==> src/rtl/button_event_arbiter.sv <==
// button_event_arbiter
//
// Conditions N_BTN raw push buttons (two-flop synchroniser, debounce,
// release detect), latches each release as a pending request and hands the
// requests one at a time to the downstream consumer through a round-robin
// arbiter and a valid/ready event port.
//
// Ports
//   clk        system clock, rising edge
//   rst_n      asynchronous active-low reset, clears all state
//   btn_in     raw button levels (asynchronous, 1 = pressed)
//   evt_valid  an event is offered
//   evt_id     index of the offered button, stable while evt_valid is high
//   evt_ready  consumer accepts when high together with evt_valid
//   pending    pending-request flag per button
//   overflow   one-cycle pulse when a release merges into a pending request
//
// Arbiter states
//   state | meaning
//   IDLE  | no event offered; searching pending flags round-robin
//   OFFER | evt_id offered, held until the handshake completes

module button_event_arbiter #(
    parameter int N_BTN           = 4,
    parameter int DEBOUNCE_CYCLES = 50000
) (
    input  logic                     clk,
    input  logic                     rst_n,
    input  logic [N_BTN-1:0]         btn_in,
    output logic                     evt_valid,
    output logic [$clog2(N_BTN)-1:0] evt_id,
    input  logic                     evt_ready,
    output logic [N_BTN-1:0]         pending,
    output logic                     overflow
);

    localparam int ID_W  = $clog2(N_BTN);
    localparam int CNT_W = (DEBOUNCE_CYCLES > 1) ? $clog2(DEBOUNCE_CYCLES) : 1;
    localparam logic [CNT_W-1:0] CNT_LAST = CNT_W'(DEBOUNCE_CYCLES - 1);

    typedef enum logic {IDLE, OFFER} state_t;

    state_t             state, state_d;
    logic [ID_W-1:0]    evt_id_d;
    logic [ID_W-1:0]    last_grant, last_grant_d;

    logic [N_BTN-1:0]   s1, s2, db, db_d;
    logic [CNT_W-1:0]   cnt [N_BTN];
    logic [N_BTN-1:0]   rel, consume, pending_d;
    logic               overflow_d;
    logic               found;
    logic [ID_W-1:0]    pick, idx;

    // Synchroniser and per-button debounce
    always_ff @(posedge clk or negedge rst_n) begin
        if (!rst_n) begin
            s1   <= '0;
            s2   <= '0;
            db   <= '0;
            db_d <= '0;
            for (int i = 0; i < N_BTN; i++) cnt[i] <= '0;
        end else begin
            s1   <= btn_in;
            s2   <= s1;
            db_d <= db;
            for (int i = 0; i < N_BTN; i++) begin
                if (s2[i] == db[i]) begin
                    cnt[i] <= '0;
                end else if (cnt[i] == CNT_LAST) begin
                    db[i]  <= s2[i];
                    cnt[i] <= '0;
                end else begin
                    cnt[i] <= cnt[i] + CNT_W'(1);
                end
            end
        end
    end

    assign rel = db_d & ~db;

    // A release always leaves the flag set: it either creates the request,
    // merges into an existing one (overflow), or re-arms the flag being
    // consumed this cycle so the new release is not lost.
    always_comb begin
        consume    = '0;
        pending_d  = pending;
        overflow_d = 1'b0;
        for (int i = 0; i < N_BTN; i++) begin
            consume[i] = evt_valid & evt_ready & (evt_id == ID_W'(i));
            if (rel[i]) begin
                pending_d[i] = 1'b1;
                if (pending[i] && !consume[i]) overflow_d = 1'b1;
            end else if (consume[i]) begin
                pending_d[i] = 1'b0;
            end
        end
    end

    always_ff @(posedge clk or negedge rst_n) begin
        if (!rst_n) begin
            pending  <= '0;
            overflow <= 1'b0;
        end else begin
            pending  <= pending_d;
            overflow <= overflow_d;
        end
    end

    // Round-robin search starting just after the last granted index
    always_comb begin
        found = 1'b0;
        pick  = '0;
        idx   = '0;
        for (int off = 1; off <= N_BTN; off++) begin
            idx = ID_W'((int'(last_grant) + off) % N_BTN);
            if (!found && pending[idx]) begin
                found = 1'b1;
                pick  = idx;
            end
        end
    end

    always_comb begin
        state_d      = state;
        evt_id_d     = evt_id;
        last_grant_d = last_grant;
        case (state)
            IDLE: begin
                if (found) begin
                    evt_id_d = pick;
                    state_d  = OFFER;
                end
            end
            OFFER: begin
                if (evt_ready) begin
                    last_grant_d = evt_id;
                    state_d      = IDLE;
                end
            end
            default: state_d = IDLE;
        endcase
    end

    always_ff @(posedge clk or negedge rst_n) begin
        if (!rst_n) begin
            state      <= IDLE;
            evt_id     <= '0;
            last_grant <= ID_W'(N_BTN - 1);
        end else begin
            state      <= state_d;
            evt_id     <= evt_id_d;
            last_grant <= last_grant_d;
        end
    end

    assign evt_valid = (state == OFFER);

endmodule

==> config.mk <==
export PLATFORM = sky130hd
export DESIGN_NAME = button_event_arbiter
export DESIGN_NICKNAME = d
export VERILOG_FILES = /design/src/rtl/button_event_arbiter.sv
export SDC_FILE = /design/constraint.sdc
export NUM_CORES = 1
export LEC_CHECK = 0
export CAP_MARGIN = 20
export CORE_MARGIN = 2
export CORE_UTILIZATION = 40
export CTS_CLUSTER_SIZE = 40
export DETAILED_ROUTE_END_ITERATION = 12
export PLACE_DENSITY_LB_ADDON = 0.08
export SLEW_MARGIN = 15
export SYNTH_ARGS = -nofsm -noshare
export SYNTH_HDL_FRONTEND = slang
export SYNTH_SLANG_ARGS = --single-unit
==> constraint.sdc <==
create_clock -name clk -period 2.4 [get_ports clk]
set_input_delay 0.72 -clock clk [delete_from_list [all_inputs] [get_ports clk]]
set_output_delay 0.72 -clock clk [all_outputs]
set_load 0.05 [all_outputs]
==> run summary <==
Status - completed
Fin Clk Skew - 0.01186 ns
CTS clk-pin slew, worst paths - 0.09 ns
Seq/Total Area, Yosys - 54.67%
CP Buf/Inv Count - 1
Crit path cell chain - clkdlybuf4s50_1
Worst-skew pair later-pin latency - 0.36 ns
Remaining Overflow, GRT - 0
Critical path data arrival time - 1.61 ns
Diodes inserted - 0
Initial antenna violation count - 0
Max Fclk - 429.4 MHz
Syn_nets - 403
Worst setup SP type - flop
Yosys reg bits - 90
CP max-delay cell - clkdlybuf4s50_1
DRC Markers - 0
Global Route Usage Sum - 15.16%
CP max FO - 5
Cts-stage hold buffer count - 0
Syn avg cell area - 10.52 um^2
Detailed Route WL - 7667 um
CTS Root Cell - clkbuf_8
RD Place Congestion - 0.7579
WP data required - 1.68 ns
Final hold vios - 0
Fillers - 975
Post-DP HPWL - 5235 um
Register area - 2255 um^2
CTS buffer count - 9
DR WL/cell - 13.74 um
Worst Max-Slew Pin Slew - 0.5135 ns
Nets - 428
Clock buffer depth - 2
Starting DRT DRC Count - 79
Syn Std Cell Area - 4124 um^2
Mean number of vias per cell - 5.113
Worst Hold Class - input port to async pin
Max-cap violations - 0
Slowest stage delay, CP - 0.83 ns
DR pass1 iterations - 4
Number of global-route vias before repair - 2,782
Routed Antenna Nets - 0
CP delay by family, top - buffers and inverters
Fin crit period - 2.329 ns
Core Box Area - 10,180 um^2
DIE WIDTH - 105.5 um
Worst Setup Path Type - flop to primary output
Num rows - 37
Via count - 2,853
EDFF count, synth - 0
PwrDens - 690.9 nW/um^2
Final Slew Violations - 0
I/O pins - 15
Final setup fails - 0
Sum Neg Setup Slack - 0 ns
Period Utilization, post-route - 97.03%
Yosys cell types - 38
CTS H-Tree Depth - 3
Slew headroom - 65.68%
Initial Util - 40.49%
Worst VDD drop - 0.3857 mV
Multi-input gate area - 1788 um^2
Pin count of the biggest net entering global routing - 42
First-pass GRT wire length - 13,520 um
Die area - 11,140 um^2
Yosys warnings - 0
Layout cells sized above 1 - 9.242%
Main synth FF type - dfrtp_1
Ys async rst share - 100.0%
Lkg Pwr - 1.908 nW
Die extent in y - 105.5 um
Cells after Synth - 392
Port buffer count - 14
Sink Count - 90
RSZ-0062 raised after global routing - no
Area grow syn2layout - 12.62%
Crit end category - primary output
Final Util - 45.60%
CTS tree - done
==> layer usage <==
layer / share of wire [%] / up-vias / global-route usage [%]
met5: 0 / - / 0
met4: 1.2 / 0 / 4.793
met3: 2.9 / 8 / 4.576
met2: 47 / 28 / 24.01
met1: 49 / 1392 / 20.01
li1: - / 1425 / -
==> through the flow <==
stage          setup slack (ns)  area [um^2]  hold WS [ns]  cells  power (W)
2_1_floorplan            0.5777         4124        0.3312    392   0.002062
3_3_place_gp            0.09062         4458        0.3361    542   0.002257
3_5_place_dp            0.05957         4458        0.3372    542   0.002265
4_1_cts                 0.02553         4642        0.2930    558   0.003275
5_1_grt                0.008908         4644        0.2981    558   0.003397
6_report                0.07128         4644        0.2916    558   0.003209
==> where the power goes <==
group	internal [W]	leakage, nW	switching [W]
sequential	0.00161	1.21	0.000112
clock	0.000479	0.0893	0.000514
combinational	0.000169	0.604	0.000324
==> state kept, by name (all words and copies together) (netlist names) <==
signal / flops
s1: 4
evt_id: 2
overflow: 1
evt_valid: 1
db_d: 4
cnt: 64
db: 4
last_grant: 2
pending: 4
s2: 4
==> cells in the mapped netlist (2+ instances only) <==
master | n | area, um^2
or4_1 | 3 | 22.52
nor4b_1 | 2 | 17.52
mux2_2 | 3 | 33.78
ha_1 | 4 | 50.05
dfrtp_1 | 88 | 2202
a31oi_1 | 2 | 12.51
dfstp_2 | 2 | 52.55
nor3_1 | 15 | 75.07
nand3_1 | 20 | 100.1
nand4_1 | 19 | 118.9
nand2_1 | 21 | 78.83
xor2_1 | 16 | 140.1
a21oi_1 | 4 | 20.02
xnor2_1 | 41 | 359.1
and4_1 | 3 | 26.28
clkbuf_1 | 5 | 18.77
nor2_1 | 67 | 251.5
nand4b_1 | 2 | 17.52
mux2i_1 | 2 | 20.02
nor4_1 | 22 | 137.6
o21ai_0 | 9 | 45.04
and3_1 | 3 | 18.77
nor4bb_1 | 4 | 40.04
o31ai_1 | 5 | 37.54
or3_1 | 2 | 12.51
o41ai_4 | 2 | 55.05
buf_2 | 2 | 10.01
inv_1 | 14 | 52.55
==> final timing paths <==
kind / startpoint / to / slack [ns] / cells after the start
min: rst_n / cnt[41]$_DFF_PN0_ / 0.29 / 1
max: evt_id[0]$_DFFE_PN0P_ / evt_id[0] / 0.07 / 1
min in group clk: s1[0]$_DFF_PN0_ / s2[0]$_DFF_PN0_ / 0.35 / 0
min reg2reg: s1[0]$_DFF_PN0_ / s2[0]$_DFF_PN0_ / 0.35 / 0
max reg2reg: cnt[58]$_DFF_PN0_ / db[0]$_DFFE_PN0P_ / 0.53 / 3
max in group asynchronous: rst_n / last_grant[1]$_DFFE_PN1P_ / 1.47 / 2
==> area by class of cell <==
cell class | instances | share of cell area [%]
clock buffers | 11 | 2.829
clock inverters | 5 | 1.185
inverters | 14 | 1.131
multi-input cells | 281 | 38.50
flip-flops and latches | 90 | 48.55
well taps | 136 | 3.664
repair buffers | 21 | 4.149
==> layout by cell type, fill, tap and decap left out, drive strengths merged, types with 3 or more instances in the layout <==
| cell type | instances |
|---|---|
| nor4 | 22 |
| buf | 12 |
| and3 | 4 |
| nor4bb | 4 |
| clkbuf | 11 |
| xor2 | 16 |
| nand2 | 21 |
| o21ai | 9 |
| or4 | 4 |
| nand3 | 21 |
| and4 | 3 |
| xnor2 | 41 |
| nand4 | 19 |
| dfrtp | 88 |
| o31ai | 5 |
| ha | 4 |
| nor3 | 15 |
| a21oi | 4 |
| nor2 | 67 |
| inv | 14 |
| mux2 | 4 |
| clkdlybuf4s50 | 6 |
==> cell families after synthesis <==
family,after synthesis,share of synthesized area [%]
buffers and inverters,21,1.972
flip-flops,90,54.67
multiplexers,6,1.669
XOR/XNOR,57,12.11
adder cells (fa/ha/maj),4,1.214
AO/OA/AOI/OAI,25,4.733
AND/OR/NAND/NOR,189,23.64
==> timing repair <==
item | in CTS | in global routing
setup buffers | 0 | 0
resized for setup | 2 | 1
setup endpoints to repair | 2 | 1
==> worst register-to-register path, cell delays in order (launching register included) <==
cell and delay, ns:
dfrtp_1 0.44, or4b_4 0.58, or4_4 0.44, mux2_4 0.30
Note: power is estimated with default switching activity, not from simulation.
